==> config.mk <==
export PLATFORM = sky130hd
export DESIGN_NAME = ibex_alu_sched_flat
export DESIGN_NICKNAME = d
export VERILOG_FILES = /design/src/rtl/ibex_alu_sched_if.sv /design/src/rtl/ibex_alu_sched.sv /design/src/flat_wrapper.sv
export SDC_FILE = /design/constraint.sdc
export NUM_CORES = 1
export LEC_CHECK = 0
export CAP_MARGIN = 20
export CORE_UTILIZATION = 40
export CTS_CLUSTER_DIAMETER = 60
export DETAILED_ROUTE_END_ITERATION = 16
export PLACE_DENSITY = 0.85
export SLEW_MARGIN = 20
export SYNTH_ARGS = -nofsm -noshare
export SYNTH_HDL_FRONTEND = slang
export SYNTH_SLANG_ARGS = --single-unit
export TNS_END_PERCENT = 20
==> constraint.sdc <==
create_clock -name clk_i -period 4 [get_ports clk_i]
set_clock_uncertainty 0.15 [all_clocks]
set_input_delay 1 -clock clk_i [delete_from_list [all_inputs] [get_ports clk_i]]
set_output_delay 1 -clock clk_i [all_outputs]
set_load 0.005 [all_outputs]
==> src/rtl/ibex_alu_sched_if.sv <==
// Request/grant and intermediate-value bundle between the EX stage, multdiv unit and the
// shared-adder scheduler (ibex_alu_sched).
interface ibex_alu_sched_if #(
    parameter int ImdW = 32
);
    logic                 alu_req_i;
    logic                 alu_multicycle_i;
    logic                 md_req_i;
    logic [1:0]           imd_val_we_i;
    logic [1:0][ImdW-1:0] imd_val_d_i;
    logic                 alu_gnt_o;
    logic                 md_gnt_o;
    logic                 instr_first_cycle_o;
    logic                 alu_done_o;
    logic [1:0][ImdW-1:0] imd_val_q_o;
    logic                 busy_o;
    logic [15:0]          stall_cnt_o;
    logic [1:0]           dbg_state_o;

    // Handshake: alu_req_i is held until the single-cycle alu_done_o pulse; md_req_i/md_gnt_o are per cycle.
    modport master (
        output alu_req_i, alu_multicycle_i, md_req_i, imd_val_we_i, imd_val_d_i,
        input  alu_gnt_o, md_gnt_o, instr_first_cycle_o, alu_done_o, imd_val_q_o,
               busy_o, stall_cnt_o, dbg_state_o
    );

    modport slave (
        input  alu_req_i, alu_multicycle_i, md_req_i, imd_val_we_i, imd_val_d_i,
        output alu_gnt_o, md_gnt_o, instr_first_cycle_o, alu_done_o, imd_val_q_o,
               busy_o, stall_cnt_o, dbg_state_o
    );
endinterface

==> src/rtl/ibex_alu_sched.sv <==
// Arbiter for the adder shared by the ALU and the multdiv unit, plus the ALU intermediate registers.
// Optional feature macro: IBEX_ALU_SCHED_PERF_CNT_EN enables the saturating contention stall counter.
module ibex_alu_sched #(
    parameter int MaxMdRun = 8,
    parameter int ImdW     = 32
) (
    input logic             clk_i,
    input logic             rst_i,
    ibex_alu_sched_if.slave bus
);
    localparam int RunW = $clog2(MaxMdRun + 1);

    typedef enum logic [1:0] {
        S_IDLE = 2'd0,
        S_ALU1 = 2'd1,
        S_ALU2 = 2'd2,
        S_MD   = 2'd3
    } state_e;

    state_e               r_state;
    state_e               w_state_next;
    logic [RunW-1:0]      r_run;
    logic [RunW-1:0]      w_run_next;
    logic                 r_last_md;
    logic                 w_last_md_next;
    logic [1:0][ImdW-1:0] r_imd;
    logic                 w_alu_gnt;
    logic                 w_md_gnt;
    logic                 w_first;
    logic                 w_done;
    logic                 w_take_alu;
    logic                 w_run_max;

    assign w_run_max = (r_run == RunW'(MaxMdRun));

    always_comb begin
        w_alu_gnt      = 1'b0;
        w_md_gnt       = 1'b0;
        w_first        = 1'b0;
        w_done         = 1'b0;
        w_take_alu     = 1'b0;
        w_state_next   = r_state;
        w_run_next     = r_run;
        w_last_md_next = r_last_md;

        case (r_state)
            S_IDLE: begin
                // On contention the side not granted last wins.
                if (bus.alu_req_i && (!bus.md_req_i || r_last_md)) begin
                    w_take_alu = 1'b1;
                end else if (bus.md_req_i) begin
                    w_md_gnt       = 1'b1;
                    w_state_next   = S_MD;
                    w_run_next     = RunW'(1);
                    w_last_md_next = 1'b1;
                end
            end
            S_ALU1: begin
                w_alu_gnt    = 1'b1;
                w_state_next = S_ALU2;
            end
            S_ALU2: begin
                w_alu_gnt    = 1'b1;
                w_done       = 1'b1;
                w_state_next = S_IDLE;
            end
            S_MD: begin
                if (!bus.md_req_i) begin
                    w_state_next = S_IDLE;
                    w_run_next   = '0;
                end else if (bus.alu_req_i && w_run_max) begin
                    w_take_alu = 1'b1;
                    w_run_next = '0;
                end else begin
                    w_md_gnt = 1'b1;
                    if (!w_run_max) begin
                        w_run_next = r_run + RunW'(1);
                    end
                end
            end
            default: w_state_next = S_IDLE;
        endcase

        if (w_take_alu) begin
            w_alu_gnt      = 1'b1;
            w_last_md_next = 1'b0;
            if (bus.alu_multicycle_i) begin
                w_first      = 1'b1;
                w_state_next = S_ALU1;
            end else begin
                w_done       = 1'b1;
                w_state_next = S_IDLE;
            end
        end

        // Reset dominates: no grant or done pulse while it is asserted.
        if (rst_i) begin
            w_alu_gnt = 1'b0;
            w_md_gnt  = 1'b0;
            w_first   = 1'b0;
            w_done    = 1'b0;
        end
    end

    always_ff @(posedge clk_i) begin
        if (rst_i) begin
            r_state   <= S_IDLE;
            r_run     <= '0;
            r_last_md <= 1'b0;
            r_imd     <= '0;
        end else begin
            r_state   <= w_state_next;
            r_run     <= w_run_next;
            r_last_md <= w_last_md_next;
            for (int i = 0; i < 2; i++) begin
                if (bus.imd_val_we_i[i] && w_alu_gnt) begin
                    r_imd[i] <= bus.imd_val_d_i[i];
                end
            end
        end
    end

`ifdef IBEX_ALU_SCHED_PERF_CNT_EN
    logic [15:0] r_stall;

    always_ff @(posedge clk_i) begin
        if (rst_i) begin
            r_stall <= 16'd0;
        end else if (bus.alu_req_i && !w_alu_gnt && (r_stall != 16'hFFFF)) begin
            r_stall <= r_stall + 16'd1;
        end
    end

    assign bus.stall_cnt_o = r_stall;
`else
    assign bus.stall_cnt_o = 16'd0;
`endif

    assign bus.alu_gnt_o           = w_alu_gnt;
    assign bus.md_gnt_o            = w_md_gnt;
    assign bus.instr_first_cycle_o = w_first;
    assign bus.alu_done_o          = w_done;
    assign bus.imd_val_q_o         = r_imd;
    assign bus.busy_o              = (r_state != S_IDLE);
    assign bus.dbg_state_o         = r_state;
endmodule

==> src/flat_wrapper.sv <==
// flat-port wrapper written by rule: the top's interface ports become plain ports
module ibex_alu_sched_flat 
#(
    parameter int MaxMdRun = 8,
    parameter int ImdW     = 32
)
  (clk_i, rst_i, bus_alu_req_i, bus_alu_multicycle_i, bus_md_req_i, bus_imd_val_we_i, bus_imd_val_d_i, bus_alu_gnt_o, bus_md_gnt_o, bus_instr_first_cycle_o, bus_alu_done_o, bus_imd_val_q_o, bus_busy_o, bus_stall_cnt_o, bus_dbg_state_o);
  ibex_alu_sched_if #(.ImdW(ImdW)) bus_i ();
  input logic clk_i;
  input logic rst_i;
  input wire logic [$bits(bus_i.alu_req_i)-1:0] bus_alu_req_i;
  input wire logic [$bits(bus_i.alu_multicycle_i)-1:0] bus_alu_multicycle_i;
  input wire logic [$bits(bus_i.md_req_i)-1:0] bus_md_req_i;
  input wire logic [$bits(bus_i.imd_val_we_i)-1:0] bus_imd_val_we_i;
  input wire logic [$bits(bus_i.imd_val_d_i)-1:0] bus_imd_val_d_i;
  output wire logic [$bits(bus_i.alu_gnt_o)-1:0] bus_alu_gnt_o;
  output wire logic [$bits(bus_i.md_gnt_o)-1:0] bus_md_gnt_o;
  output wire logic [$bits(bus_i.instr_first_cycle_o)-1:0] bus_instr_first_cycle_o;
  output wire logic [$bits(bus_i.alu_done_o)-1:0] bus_alu_done_o;
  output wire logic [$bits(bus_i.imd_val_q_o)-1:0] bus_imd_val_q_o;
  output wire logic [$bits(bus_i.busy_o)-1:0] bus_busy_o;
  output wire logic [$bits(bus_i.stall_cnt_o)-1:0] bus_stall_cnt_o;
  output wire logic [$bits(bus_i.dbg_state_o)-1:0] bus_dbg_state_o;
  assign bus_i.alu_req_i = bus_alu_req_i;
  assign bus_i.alu_multicycle_i = bus_alu_multicycle_i;
  assign bus_i.md_req_i = bus_md_req_i;
  assign bus_i.imd_val_we_i = bus_imd_val_we_i;
  assign bus_i.imd_val_d_i = bus_imd_val_d_i;
  assign bus_alu_gnt_o = bus_i.alu_gnt_o;
  assign bus_md_gnt_o = bus_i.md_gnt_o;
  assign bus_instr_first_cycle_o = bus_i.instr_first_cycle_o;
  assign bus_alu_done_o = bus_i.alu_done_o;
  assign bus_imd_val_q_o = bus_i.imd_val_q_o;
  assign bus_busy_o = bus_i.busy_o;
  assign bus_stall_cnt_o = bus_i.stall_cnt_o;
  assign bus_dbg_state_o = bus_i.dbg_state_o;
  ibex_alu_sched #(.MaxMdRun(MaxMdRun), .ImdW(ImdW)) u_core (.clk_i(clk_i), .rst_i(rst_i), .bus(bus_i));
endmodule
==> summary.md <==
| Metric | Value |
|---|---|
| Synth cell types | `35` |
| Crit path capture type | `output port` |
| Endpoints failing hold | `0` |
| Most common cell after layout, fill and taps aside | `clkdlybuf4s50_1` |
| Filler Cell Count | `505` |
| Worst setup SP type | `primary input` |
| Grt ovf | `0` |
| Yosys warnings | `0` |
| Max Freq | `265 MHz` |
| Post-cts resize count | `3` |
| Most frequent cells in the layout | `139 x clkdlybuf4s50_1, 71 x dfxtp_1, 64 x a22o_1, 16 x conb_1, 10 x buf_4` |
| EDFF count, synth | `0` |
| Iter 0 DRT Violations | `65` |
| Largest net degree at the start of global routing | `33` |
| Async SR Flop Fraction | `0%` |
| Deepest clock path buffer count | `2` |
| Post-synthesis sequential area ratio | `53.9%` |
| H-tree levels | `3` |
| Routability Congestion | `0.882` |
| Post-synthesis instance total | `238` |
| Antenna-violating nets left | `0` |
| Peak VDD IR | `357 uV` |
| I/O pin total | `158` |
| Fin nets | `464` |
| Vias | `2,383` |
| Ant diodes | `0` |
| Hold crit path type | `reg2reg` |
| Hold Worst Slack | `0.321 ns` |
| Final core occ | `67.3%` |
| Syn Area/Cell | `11.1 um2` |
| Setup Crit Path Kind | `in2out` |
| Via density | `5.10` |
| Final slew viol count | `0` |
| Clock Latency Late Sink | `0.32 ns` |
| Vert. Die Dim | `83.2 um` |
| Tmin final | `3.77 ns` |
| Setup Buffers After CTS | `0` |
| IO Port Bufs | `141` |
| Synth Cell Area | `2640 um2` |
| Dominant synthesized flop cell | `dfxtp_1` |
| Share of cells above drive strength 1 | `8.21%` |
| Die X | `83.2 um` |
| TritonCTS clock tree | `done` |
| Rows | `29` |
| Status | `finished, final reports clean` |
| Pwr Density | `632 nW/um2` |
| CP arrival | `2.62 ns` |
| Post-route clock period utilization | `94.4%` |
| Clock Sinks | `71` |
| CTS Root Cell | `clkbuf_8` |
| MaxCap Viol Count | `0` |
| Starting density of the core | `41.5%` |
| Number of CTS-inserted buffers | `9` |
| Die area | `6920 um2` |
| Wire per inst | `15.0 um` |
| Dpl hpwl | `5040 um` |
| Clock-pin slew on the worst setup and hold paths | `0.06 ns` |
| Area of the core | `6350 um2` |
| First-pass GRT wire length | `11,400 um` |
| RSZ-0062 raised after global routing | `false` |
| Total track usage | `20.5%` |
| WL final | `7010 um` |
| Drt first pass iters | `4` |
| Initial antenna violation count | `0` |
| Vias in the first global route | `2,325` |
| Leak | `0.00173 uW` |
| Data required, critical path | `2.85 ns` |
| Residual DRC count | `0` |
| Area Growth Syn to Fin | `62.1%` |
| Finish-stage setup viols | `0` |
| Post-CTS Hold Buffers | `0` |
| FF+latch count, synth | `71` |
| Crit path max fanout | `6` |
==> where the power goes <==
| part | internal (uW) | switching, uW |
|---|---|---|
| Clock | 219 | 259 |
| Sequential | 945 | 131 |
| Combinational | 709 | 439 |
| Total | 1870 | 829 |
==> metrics by stage <==
| step | TNS, ns | cells | cell area [um2] | worst slack, ns | power (uW) |
|---|---|---|---|---|---|
| 3_5_place_dp | -0.102 | 452 | 4100 | -0.102 | 2230 |
| 4_1_cts | 0 | 467 | 4270 | 0.0593 | 2720 |
| 3_3_place_gp | -0.0830 | 452 | 4100 | -0.0775 | 2200 |
| 5_1_grt | 0 | 467 | 4270 | 0.109 | 2870 |
| 2_1_floorplan | 0 | 253 | 2690 | 1.02 | 1560 |
| 6_report | 0 | 467 | 4270 | 0.226 | 2700 |
==> kinds of logic after synthesis <==
kind of cell	after synthesis	share of synthesized area, %
AOI/OAI and AO/OA	89	27.9
adders and majority gates	7	3.32
buffers and inverters	38	8.31
DFF	71	53.9
muxes	1	0.380
other	1	0.142
and+or+nand+nor	31	6.03
==> layer usage <==
layer | GRT usage (%) | vias up | routed length, um | part of all wire (%)
li1 | - | 1149 | - | -
met1 | 26.1 | 1102 | 3020 | 43
met2 | 31.9 | 124 | 3210 | 46
met3 | 7.36 | 8 | 670 | 9.6
met4 | 7.84 | 0 | 107 | 1.5
met5 | 0 | - | 0 | 0
==> flip-flops by register name, summed over array words and instances (netlist names) <==
name and count:
u_core.bus.imd_val_q_o 64, u_core.r_run 4, u_core.bus.dbg_state_o 2, u_core.r_last_md 1
==> synth_stat cells, types with 2 or more instances <==
cell | number | share of area [%]
buf_4 | 16 | 4.6
or4_1 | 2 | 0.57
inv_1 | 9 | 1.3
buf_2 | 13 | 2.5
nor3_1 | 2 | 0.38
nand2b_1 | 2 | 0.47
dfxtp_1 | 71 | 54
a22o_1 | 64 | 21
o21ai_0 | 4 | 0.76
a21oi_1 | 9 | 1.7
ha_1 | 7 | 3.3
nand2_1 | 8 | 1.1
or3_1 | 2 | 0.47
nor2_1 | 8 | 1.1
==> path summary, 6_finish.rpt <==
path                              startpoint  depth (start not counted)  slack [ns]                         end
hold / removal    u_core.bus.imd_val_q_o[50]                          1        0.32  u_core.bus.imd_val_q_o[50]
setup reg to reg   u_core.bus.dbg_state_o[0]                          7        1.73  u_core.bus.imd_val_q_o[20]
setup / recovery               bus_alu_req_i                          7        0.23                bus_md_gnt_o
hold reg to reg   u_core.bus.imd_val_q_o[50]                          1        0.32  u_core.bus.imd_val_q_o[50]
==> layout make-up <==
class                   count  area (um2)  area share [%]
well taps                  77        96.3            2.25
inverters                   9        33.8           0.791
clock inverters             6        38.8           0.908
multi-input cells         144        1070            25.1
clock buffers               9         124            2.90
repair buffers            151        1490            34.8
flip-flops and latches     71        1420            33.3
==> worst max-delay path: stages <==
cell and delay [ns]:
clkdlybuf4s50_1 0.41, buf_4 0.16, a21bo_1 0.22, nor2_1 0.16, nor2_1 0.07, nor2_1 0.09
clkdlybuf4s50_1 0.51
No activity file was read; power rests on OpenSTA's default activity.
